==> config.mk <==
export PLATFORM = sky130hd
export DESIGN_NAME = ps2_count_bcd_scheduler
export DESIGN_NICKNAME = d
export VERILOG_FILES = /design/src/rtl/ps2_count_bcd_scheduler_pkg.sv /design/src/rtl/ps2_count_bcd_scheduler_bcd_digit_adjust.sv /design/src/rtl/ps2_count_bcd_scheduler.sv
export SDC_FILE = /design/constraint.sdc
export NUM_CORES = 1
export LEC_CHECK = 0
export ABC_AREA = 1
export BUFFER_PORTS_ARGS = -buffer_cell sky130_fd_sc_hd__clkbuf_2
export CAP_MARGIN = 20
export CORE_MARGIN = 8
export CORE_UTILIZATION = 41
export DETAILED_ROUTE_END_ITERATION = 7
export GPL_TIMING_DRIVEN = 0
export PLACE_DENSITY = 0.58
export REMOVE_ABC_BUFFERS = 1
export SLEW_MARGIN = 20
export SYNTH_ARGS = -nofsm -noshare
export SYNTH_HDL_FRONTEND = slang
export SYNTH_SLANG_ARGS = --single-unit
==> constraint.sdc <==
create_clock -name clk -period 1.9 [get_ports clk]
set_input_delay 0.38 -clock clk [delete_from_list [all_inputs] [get_ports clk]]
set_output_delay 0.38 -clock clk [all_outputs]
set_load 0.05 [all_outputs]
==> src/rtl/ps2_count_bcd_scheduler_pkg.sv <==
// Shared definitions for the z-axis BCD scheduler and the text generator that consumes its digits.
// Holds the FSM state encodings and the default count and digit widths.
// No logic lives here.
package ps2_count_bcd_scheduler_pkg;

  localparam int COUNT_W_DEFAULT = 16;
  localparam int DIGITS_DEFAULT  = 5;

  typedef enum logic [1:0] {
    ST_IDLE    = 2'd0,
    ST_CONVERT = 2'd1,
    ST_HOLD    = 2'd2
  } state_t;

endpackage

==> src/rtl/ps2_count_bcd_scheduler_bcd_digit_adjust.sv <==
// Double-dabble correction for one BCD nibble: add 3 when the nibble is 5 or more.
// Purely combinational, zero latency.
// No handshake.
module bcd_digit_adjust (
  input  logic [3:0] digit,
  output logic [3:0] adjusted
);

  // Pre-shift correction so that the following doubling carries into the next decade.
  always_comb begin
    adjusted = digit;
    if (digit >= 4'd5) adjusted = digit + 4'd3;
  end

endmodule

==> src/rtl/ps2_count_bcd_scheduler.sv <==
// Converts the binary tracking count to BCD digits and commits them to the overlay only at frame_tick.
// Latency: count_valid in IDLE at cycle 0 reaches HOLD at cycle COUNT_W+1; outputs follow on the next HOLD frame_tick.
// Counts arriving while busy are parked in a one-entry slot (latest wins); nothing is ever stalled.
module ps2_count_bcd_scheduler
  import ps2_count_bcd_scheduler_pkg::*;
#(
  parameter int COUNT_W = COUNT_W_DEFAULT,
  parameter int DIGITS  = DIGITS_DEFAULT
) (
  input  logic               clk,
  input  logic               reset_n,
  input  logic [COUNT_W-1:0] count_in,
  input  logic               count_valid,
  input  logic               frame_tick,
  output logic [3:0]         z_axis_ten_thousands,
  output logic [3:0]         z_axis_thousands,
  output logic [3:0]         z_axis_hundreds,
  output logic [3:0]         z_axis_tens,
  output logic [3:0]         z_axis_units,
  output logic               busy,
  output logic               pending
);

  localparam int ACC_W  = DIGITS * 4;
  localparam int CAT_W  = ACC_W + COUNT_W;
  localparam int ITER_W = $clog2(COUNT_W + 1);

  state_t             state;
  state_t             state_next;
  logic [ITER_W-1:0]  iter;
  logic [COUNT_W-1:0] shift_reg;
  logic [COUNT_W-1:0] slot;
  logic [ACC_W-1:0]   acc;
  logic [ACC_W-1:0]   acc_adj;
  logic [ACC_W-1:0]   acc_next;
  logic [COUNT_W-1:0] shift_next;
  logic [CAT_W-1:0]   shifted;
  logic [ACC_W-1:0]   result;
  logic [ACC_W-1:0]   disp;
  logic               last_iter;
  logic               commit;

  // One correction cell per BCD decade of the accumulator.
  for (genvar g = 0; g < DIGITS; g++) begin : g_adj
    bcd_digit_adjust u_adj (
      .digit    (acc[g*4 +: 4]),
      .adjusted (acc_adj[g*4 +: 4])
    );
  end

  assign shifted    = {acc_adj, shift_reg} << 1;
  assign acc_next   = shifted[CAT_W-1:COUNT_W];
  assign shift_next = shifted[COUNT_W-1:0];
  assign last_iter  = (iter == ITER_W'(COUNT_W - 1));
  assign commit     = (state == ST_HOLD) && frame_tick;

  // State register.
  always_ff @(posedge clk) begin
    if (!reset_n) state <= ST_IDLE;
    else          state <= state_next;
  end

  // Next-state: frame_tick only matters in HOLD, so the display never changes mid-frame.
  always_comb begin
    state_next = state;
    case (state)
      ST_IDLE:    if (count_valid) state_next = ST_CONVERT;
      ST_CONVERT: if (last_iter)   state_next = ST_HOLD;
      ST_HOLD: begin
        if (frame_tick) state_next = (count_valid || pending) ? ST_CONVERT : ST_IDLE;
      end
      default:    state_next = ST_IDLE;
    endcase
  end

  // FSM outputs decoded straight from the state.
  always_comb begin
    busy = (state == ST_CONVERT) || (state == ST_HOLD);
  end

  // Conversion datapath, pending slot and display commit.
  always_ff @(posedge clk) begin
    if (!reset_n) begin
      iter      <= '0;
      shift_reg <= '0;
      acc       <= '0;
      result    <= '0;
      disp      <= '0;
      slot      <= '0;
      pending   <= 1'b0;
    end else begin
      case (state)
        ST_IDLE: begin
          if (count_valid) begin
            shift_reg <= count_in;
            acc       <= '0;
            iter      <= '0;
          end
        end
        ST_CONVERT: begin
          acc       <= acc_next;
          shift_reg <= shift_next;
          iter      <= iter + ITER_W'(1);
          if (last_iter) begin
            result <= acc_next;
            iter   <= '0;
          end
          if (count_valid) begin
            slot    <= count_in;
            pending <= 1'b1;
          end
        end
        ST_HOLD: begin
          if (commit) begin
            disp <= result;
            acc  <= '0;
            iter <= '0;
            // A count arriving with the commit is newer than the slot, so it goes straight in.
            if (count_valid) begin
              shift_reg <= count_in;
              pending   <= 1'b0;
            end else if (pending) begin
              shift_reg <= slot;
              pending   <= 1'b0;
            end
          end else if (count_valid) begin
            slot    <= count_in;
            pending <= 1'b1;
          end
        end
        default: ;
      endcase
    end
  end

  assign z_axis_units         = disp[0*4 +: 4];
  assign z_axis_tens          = disp[1*4 +: 4];
  assign z_axis_hundreds      = disp[2*4 +: 4];
  assign z_axis_thousands     = disp[3*4 +: 4];
  assign z_axis_ten_thousands = disp[4*4 +: 4];

endmodule

Yosys cells after proc, flatten, opt, wreduce, memory -nomap -nowiden:

Cells that the tools add are included.

* multipliers: 0
* shift-type cells: 0
* mux-type cells: 28
* divide/modulo/power cells: 0
* equality and inequality tests: 9
* reduce and logical (&&, ||, !) cells: 12
* bitwise gates (word level): 0
* add/sub/neg operators: 6
* order comparisons: 5

Operators with widths (number)
* 2-to-1 mux 16 bit: 6
* one-hot mux 20 bit (3 select lines): 1
* one-hot mux 16 bit (3 select lines): 1
* 2-to-1 mux 20 bit: 2
* one-hot mux 16 bit (2 select lines): 1
* >= comparator 4 x 3 -> 1 bit (second input constant): 5
* adder 4 x 2 -> 4 bit (second input constant): 4
* 2-to-1 mux 4 bit: 4
* 2-to-1 mux 5 bit: 3
* one-hot mux 5 bit (3 select lines): 1
* != test 2 bit (second input constant): 5
* 2-to-1 mux 2 bit: 3
* one-hot mux 2 bit (3 select lines): 1
* AND reduction 2 bit: 3
* AND reduction 3 bit: 2
* adder 5 x 1 -> 5 bit (second input constant): 1
* == test 5 x 4 -> 1 bit (second input constant): 1
* AND reduction 4 bit: 1
* adder 3 x 2 -> 3 bit (second input constant): 1
* 2-to-1 mux 1 bit: 3
* 2-to-1 mux 3 bit: 1
* != test 3 bit (second input constant): 1
* nonzero test 3 bit: 1
* == test 2 x 1 -> 1 bit (second input constant): 1
* other kinds (6): 7

* bits in registers: 100
* logic and storage cells: 68
* input bits: 20
* memory bits (writable): 0
* latch bits: 0
* memories kept: 0
* output and inout port bits: 22
* memory bits (read-only): 0

Depth between registers and ports, before layout:

Gate-level depths: netlist (run 1).

* word-level depth: 4
* depth in mapped cells: 10
* gate-level depth less buffers: 9

Modules after synthesis:

From an unflattened synthesis (run 1), not the netlist that was laid out.

* cell total of the unflattened synthesis: 728
* area, all modules: 5182.5 um^2

Modules (own cells, without submodules)
* ps2_count_bcd_scheduler: seq. area each 2001.9 um^2, area an instance 4506.8 um^2, times used 1, cells each 613
* bcd_digit_adjust: seq. area each 0.0 um^2, area an instance 135.1 um^2, times used 5, cells each 23

Worst setup path before layout (run 1):

No wires, ideal clock.

* path type: register -> register
* from: register state[0]
* to: register shift_reg[1]
* setup time: 0.113 ns
* clock period less this slack: 1.909 ns
* path buffers: 2
* arrival: 1.796 ns
* stages on the path, launching flop included: 11
* setup slack: -0.009 ns
* data required time: 1.787 ns
* cells stage by stage: dfxtp_1 -> inv_1 -> ha_1 -> buf_2 -> nand2_1 -> clkinv_1 -> buf_2 -> nand2_1 -> nand3_1 -> nor2_1 -> nor2_1

* cells in the longest elaborated chain, start to end: 4
* elaborated cells on any way between the ends: 10
* classes of those cells: eq/ne (5); mux (1); reduce/logical (4)

RTL lines
* from (decl): RTL line ps2_count_bcd_scheduler.sv:28 `state_t state;`
* from (signal assigned): RTL line ps2_count_bcd_scheduler.sv:60 `else state <= state_next;`
* == test 2 bit: RTL line ps2_count_bcd_scheduler.sv:55, ps2_count_bcd_scheduler.sv:92
* logical AND 1 bit: RTL line ps2_count_bcd_scheduler.sv:55 `assign commit = (state == ST_HOLD) && frame_tick;`
* != test 2 bit (no line)
* AND reduction 4 bit (no line)
* to (signal assigned): RTL line ps2_count_bcd_scheduler.sv:95 `shift_reg <= count_in;`
* to (signal assigned): RTL line ps2_count_bcd_scheduler.sv:102 `shift_reg <= shift_next;`
* to (signal assigned): RTL line ps2_count_bcd_scheduler.sv:120 `shift_reg <= count_in;`
* to (decl): RTL line ps2_count_bcd_scheduler.sv:31 `logic [COUNT_W-1:0] shift_reg;`

Several ways; a longest one is shown, not always the timed one.
A chain may end at the register's enable or synchronous reset.

Worst setup path in the final report (run 1):

* from: register state[1]
* to: output port busy

* cells in the longest elaborated chain, start to end: 2
* elaborated cells on any way between the ends: 3
* classes of those cells: eq/ne (2); reduce/logical (1)

RTL lines
* == test 2 x 1 -> 1 bit or == test 2 bit (tied branches): RTL line ps2_count_bcd_scheduler.sv:78 `busy = (state == ST_CONVERT) || (state == ST_HOLD);`
* logical OR 1 bit (*): RTL line ps2_count_bcd_scheduler.sv:78
* to (decl): RTL line ps2_count_bcd_scheduler.sv:20 `output logic busy,`

Mark *: on every way between the ends. The rest lies on a longest branch, timed or not.

==> impl_metrics.env, run 1 <==
export IMPL_status="complete, no violations"
export IMPL_async_flop_share=0
export IMPL_diodes=0
export IMPL_finalHoldViolCount=0
export IMPL_top_layer_used="met4"
export IMPL_dieHeight_um=124
export IMPL_endpoint_kind="output pin"
export IMPL_h_tree_depth=3
export IMPL_r2r_slack_ns=0.13
export IMPL_first_iter_violations=321
export IMPL_grt_pass1_vias=4254
export IMPL_drc=0
export IMPL_cp_required_ns=1.52
export IMPL_final_common_cell="nand2_1"
export IMPL_io_buffers=41
export IMPL_multi_input_area_um2=2470
export IMPL_dp_hpwl_um=7070
export IMPL_reg2reg_from="state[0]"
export IMPL_top_regs="acc x20, disp x20, result x20"
export IMPL_finalNonFillerCells=900
export IMPL_p_total_mw=4.88
export IMPL_synth_edff_count=0
export IMPL_routedLengthMet1_um=5750
export IMPL_clk_latency_ns=0.35
export IMPL_cts_root_buf="clkbuf_16"
export IMPL_max_freq_mhz=541
export IMPL_setup_viol_count_final=0
export IMPL_start_util=0.421
export IMPL_worst_pin_slew_ns=0.715
export IMPL_relSlewSlack=0.523
export IMPL_synth_seq_cells=100
export IMPL_synthXorXnorAreaFrac=0
export IMPL_final_area_um2=5540
export IMPL_antenna_found_initial=0
export IMPL_ioPinCount=42
export IMPL_crit_end="busy"
export IMPL_cts_buffers=9
export IMPL_nets=787
export IMPL_synthMuxAreaShare=0
export IMPL_final_fill_count=1154
export IMPL_rsz0062_at_grt="yes"
export IMPL_routed_wl_met2_um=5490
export IMPL_layout_common_cells="nand2_1, nor2_1, dfxtp_1"
export IMPL_fin_crit_sh=0.974
export IMPL_synth_top_flop_cell="dfxtp_1"
export IMPL_skew_ns=0.00735
export IMPL_overflow=0
export IMPL_place_gp_congestion=0.781
export IMPL_critical_path_class="flip-flop to output pin"
export IMPL_rows=39
export IMPL_drv_slew=0
export IMPL_num_vias=4498
export IMPL_leakage_nw=2.42
export IMPL_die_area_um2=15500
export IMPL_cts_hold_buf=0
export IMPL_grt_max_degree=76
export IMPL_finalCriticalPeriod_ns=1.85
export IMPL_core_area_um2=11500
export IMPL_p_per_area_nw_per_um2=880
export IMPL_syn2layout_area_growth_pct=14.9
export IMPL_synth_cells=724
export IMPL_via_per_inst=5.00
export IMPL_vdd_ir_drop_max_v=0.000426
export IMPL_setup_worst_path_start="state[1]"
export IMPL_drt_total_wl_um=12000
export IMPL_tns_ns=0
export IMPL_dr_pass1_iters=4
export IMPL_ant_nets=0
export IMPL_grt_pass1_wl_um=20300
export IMPL_reg2reg_to="slot[4]"
export IMPL_synth_top_family_by_area="simple AND/OR/NAND/NOR gates"
export IMPL_crit_arrival_ns=1.47
export IMPL_post_route_util=0.483
export IMPL_track_usage=0.155
export IMPL_synth_fa_ha_area_frac=0.0389
export IMPL_ys_types=27
export IMPL_rr_worst_depth=7
export IMPL_cts_tree="yes"
export IMPL_avgSynthCellArea_um2=6.66
export IMPL_yosys_area_share_simple=0.313
export IMPL_clk_path_buf_depth=2
export IMPL_ff_latch_area_um2=2000
export IMPL_clock_sinks=100
export IMPL_drive_gt1_frac=0.116
export IMPL_dpl_cell_count=872
export IMPL_post_drt_wl_per_cell_um=13.3
export IMPL_yosys_warnings=0
export IMPL_hold_class="input pin to flip-flop"
export IMPL_synth_compound_area_frac=0.138
export IMPL_met3_length_um=522
export IMPL_ys_seq_area_frac=0.415
export IMPL_cp_max_fo=11
export IMPL_start_kind="flip-flop"
export IMPL_cts_clk_slew_worst_paths_ns=0.07
export IMPL_place_area_um2=5020
export IMPL_maxCapViolations=0
export IMPL_netlist_area_um2=4820
export IMPL_fp_dieW_um=124
## logic make-up after synthesis
logic type	count (synthesis)
and+or+nand+nor	373
DFF	100
AOI/OAI and AO/OA	129
adders and majority gates	15
buffers and inverters	107
## worst max-delay path: stages (launching register included)
cell and delay (ns):
dfxtp_1 0.40, inv_1 0.13, ha_4 0.37, buf_4 0.22
## worst min path at each step
stage	from	slack [ns]	to	cells after the start
2_1_floorplan	iter[4]	0.42	iter[4]	2
3_3_place_gp	slot[2]	0.43	slot[2]	2
3_5_place_dp	iter[4]	0.44	iter[4]	2
4_1_cts	count_in[5]	0.31	slot[5]	3
5_1_grt	count_in[5]	0.33	slot[5]	3
6_report	count_in[5]	0.32	slot[5]	3
## metal layers
metal | GRT usage | vias to the layer above
met5 | 0 | -
met1 | 0.199 | 2021
li1 | - | 2365
met3 | 0.0311 | 19
met4 | 0.0617 | 0
met2 | 0.249 | 93
## cell usage after synthesis (2+ instances only)
master	n	area [µm²]
clkinv_1	2	7.51
nand4_1	11	68.8
o21ai_0	70	350
nand2_1	191	717
nand3_1	43	215
a21oi_1	47	235
ha_1	15	188
a31oi_1	8	50.1
buf_4	5	37.5
buf_6	2	22.5
inv_1	64	240
inv_2	4	15.0
dfxtp_1	100	2000
buf_2	16	80.1
nor2_1	123	462
clkbuf_1	12	45.0
## report_power, final
group          switching [mW]  internal, mW
clock                   0.779          1.18
combinational           0.449         0.220
sequential             0.0481          2.20
total                    1.28          3.60
## layout make-up
type | count | area share
Clock inverter | 5 | 0.0136
Tap cell | 143 | 0.0323
Sequential cell | 100 | 0.362
Timing Repair inverter | 1 | 0.00136
Clock buffer | 11 | 0.0438
Multi-Input combinational cell | 520 | 0.446
Inverter | 71 | 0.0501
Timing Repair Buffer | 49 | 0.0510
## stage by stage
step                      hold slack (ns)  setup slack, ns
after floorplan                     0.423           -0.141
after global placement              0.434            -1.17
after detailed placement            0.441           -0.988
after CTS                           0.312         -0.00127
after global routing                0.334          -0.0152
final                               0.316           0.0501
## what timing repair did
item / CTS / global route
hold endpoints to repair: 0 / 0
pin swaps: 5 / 2
gates resized for setup: 20 / 3
setup buffers: 5 / 3
setup endpoints to repair: 98 / 26
cloned: 4 / 0
(Power assumes the default switching activity.)
==> inputs of run 2 (changes only) <==
--- a/config.mk
+++ b/config.mk
@@ -12,7 +12,7 @@
 export CORE_UTILIZATION = 41
 export DETAILED_ROUTE_END_ITERATION = 7
 export GPL_TIMING_DRIVEN = 0
-export PLACE_DENSITY = 0.58
+export PLACE_DENSITY_LB_ADDON = 0.2
 export REMOVE_ABC_BUFFERS = 1
 export SLEW_MARGIN = 20
 export SYNTH_ARGS = -nofsm -noshare
==> run 2 against run 1 <==
Power decreased by 5.4%. Critical path depth unchanged. Hold slack improved by 0.0047 ns. Register-to-register slack improved by 0.03 ns. First-iteration DRC count increased by 19%. Die area unchanged. Utilization decreased by 0.26 points.
==> impl_metrics.env, run 2 (synthesis results as in run 1) <==
export IMPL_status="complete, no violations"
export IMPL_layout_common_cells="nand2_1, nor2_1, dfxtp_1"
export IMPL_setup_viol_count_final=0
export IMPL_first_iter_violations=382
export IMPL_reg2reg_from="state[0]"
export IMPL_crit_family="flip-flops"
export IMPL_drv_slew=0
export IMPL_cp_max_fo=8
export IMPL_crit_path_top_delay_cell="dfxtp_1"
export IMPL_clock_sinks=100
export IMPL_endpoint_kind="output pin"
export IMPL_min_from="count_in[5]"
export IMPL_hold_class="input pin to flip-flop"
export IMPL_grt_pass1_vias=4287
export IMPL_die_area_um2=15500
export IMPL_syn2layout_area_growth_pct=14.2
export IMPL_vdd_ir_drop_max_v=0.000411
export IMPL_whs_path_depth=3
export IMPL_p_per_area_nw_per_um2=837
export IMPL_skew_ns=0.00894
export IMPL_ioPinCount=42
export IMPL_core_area_um2=11500
export IMPL_slowest_delay_ns=0.39
export IMPL_h_tree_depth=3
export IMPL_multi_input_area_um2=2470
export IMPL_ant_nets=0
export IMPL_cts_buffers=9
export IMPL_clk_path_buf_depth=2
export IMPL_final_fill_count=1145
export IMPL_leakage_nw=2.41
export IMPL_drt_total_wl_um=11600
export IMPL_path_depth=3
export IMPL_maxCapViolations=0
export IMPL_rows=39
export IMPL_rsz0062_at_grt="no"
export IMPL_worst_pin_slew_ns=0.703
export IMPL_dp_hpwl_um=6940
export IMPL_relSlewSlack=0.531
export IMPL_setup_worst_path_start="state[1]"
export IMPL_grt_pass1_wl_um=19700
export IMPL_io_buffers=41
export IMPL_grt_max_degree=76
export IMPL_top_regs="acc x20, disp x20, result x20"
export IMPL_place_gp_congestion=0.760
export IMPL_fp_dieW_um=124
export IMPL_cts_root_buf="clkbuf_16"
export IMPL_r2r_slack_ns=0.16
export IMPL_antenna_found_initial=0
export IMPL_post_drt_wl_per_cell_um=12.9
export IMPL_start_kind="flip-flop"
export IMPL_place_area_um2=5020
export IMPL_track_usage=0.149
export IMPL_start_util=0.421
export IMPL_drive_gt1_frac=0.113
export IMPL_final_area_um2=5510
export IMPL_dr_pass1_iters=5
export IMPL_worstPathCellList="inv_1 > ha_4 > clkbuf_8"
export IMPL_clk_latency_ns=0.34
export IMPL_fin_crit_sh=0.956
export IMPL_crit_arrival_ns=1.44
export IMPL_worstHoldEndpoint="slot[5]"
export IMPL_rr_worst_depth=6
export IMPL_final_common_cell="nand2_1"
export IMPL_nets=788
export IMPL_finalHoldViolCount=0
export IMPL_overflow=0
export IMPL_via_per_inst=4.97
export IMPL_cts_tree="yes"
export IMPL_num_vias=4479
export IMPL_drc=0
export IMPL_cts_clk_slew_worst_paths_ns=0.07
export IMPL_max_freq_mhz=550
export IMPL_reg2reg_to="disp[14]"
export IMPL_finalCriticalPeriod_ns=1.82
export IMPL_critical_path_class="flip-flop to output pin"
export IMPL_path_buf_inv=2
export IMPL_cp_required_ns=1.52
export IMPL_dieHeight_um=124
export IMPL_post_route_util=0.481
export IMPL_ff_latch_area_um2=2000
export IMPL_diodes=0
export IMPL_whs_ns=0.321
run 2: stage by stage:
| step | setup TNS (ns) | instances | setup slack [ns] | total power [mW] |
|---|---|---|---|---|
| detailed placement | -53.25 | 872 | -0.939 | 2.86 |
| global route | 0 | 901 | 0.0195 | 4.84 |
| floorplan | -4.70 | 688 | -0.141 | 2.68 |
| finish | 0 | 901 | 0.0829 | 4.61 |
| CTS | 0 | 896 | 0.0242 | 4.62 |
| global placement | -59.93 | 872 | -1.16 | 2.84 |
run 2: how the worst max path moves through the flow:
stage	to	slack [ns]
floorplan	acc[10]	-0.14
global placement	acc[13]	-1.16
CTS	busy	0.02
detailed placement	result[15]	-0.94
finish	busy	0.08
global route	shift_reg[4]	0.02
run 2: power by group:
part / switching, mW / leakage (nW) / internal [mW] / total [mW]
Combinational: 0.451 / 1.46 / 0.239 / 0.690
Clock: 0.756 / 0.131 / 0.922 / 1.68
Sequential: 0.0466 / 0.813 / 2.20 / 2.24
Total: 1.25 / 2.41 / 3.36 / 4.61
run 2: cell type report:
cell class | instances | area share
Timing Repair Buffer | 50 | 0.0561
Clock inverter | 2 | 0.00182
Multi-Input combinational cell | 520 | 0.449
Sequential cell | 100 | 0.364
Timing Repair inverter | 1 | 0.000908
Clock buffer | 14 | 0.0461
Inverter | 71 | 0.0504
Tap cell | 143 | 0.0325
run 2: routing by layer:
layer,track usage,up-vias,share of wire
met2,0.248,94,0.46
met3,0.0336,19,0.050
met4,0.0574,0,0.020
met1,0.182,2003,0.47
li1,-,2363,-
met5,0,-,0
run 2: what timing repair did:
action | CTS | global route
pin swaps | 4 | 2
cloned | 3 | 1
resized for setup | 18 | 4
setup buffers | 5 | 4
endpoints found under the setup margin | 98 | 57
hold buffers | 0 | 0
run 2: tightest hold or removal path, delay by kind of cell:
kind            cells  cell delay (ns)
buf+inv             1             0.09
simple gates        1             0.07
compound gates      1             0.07
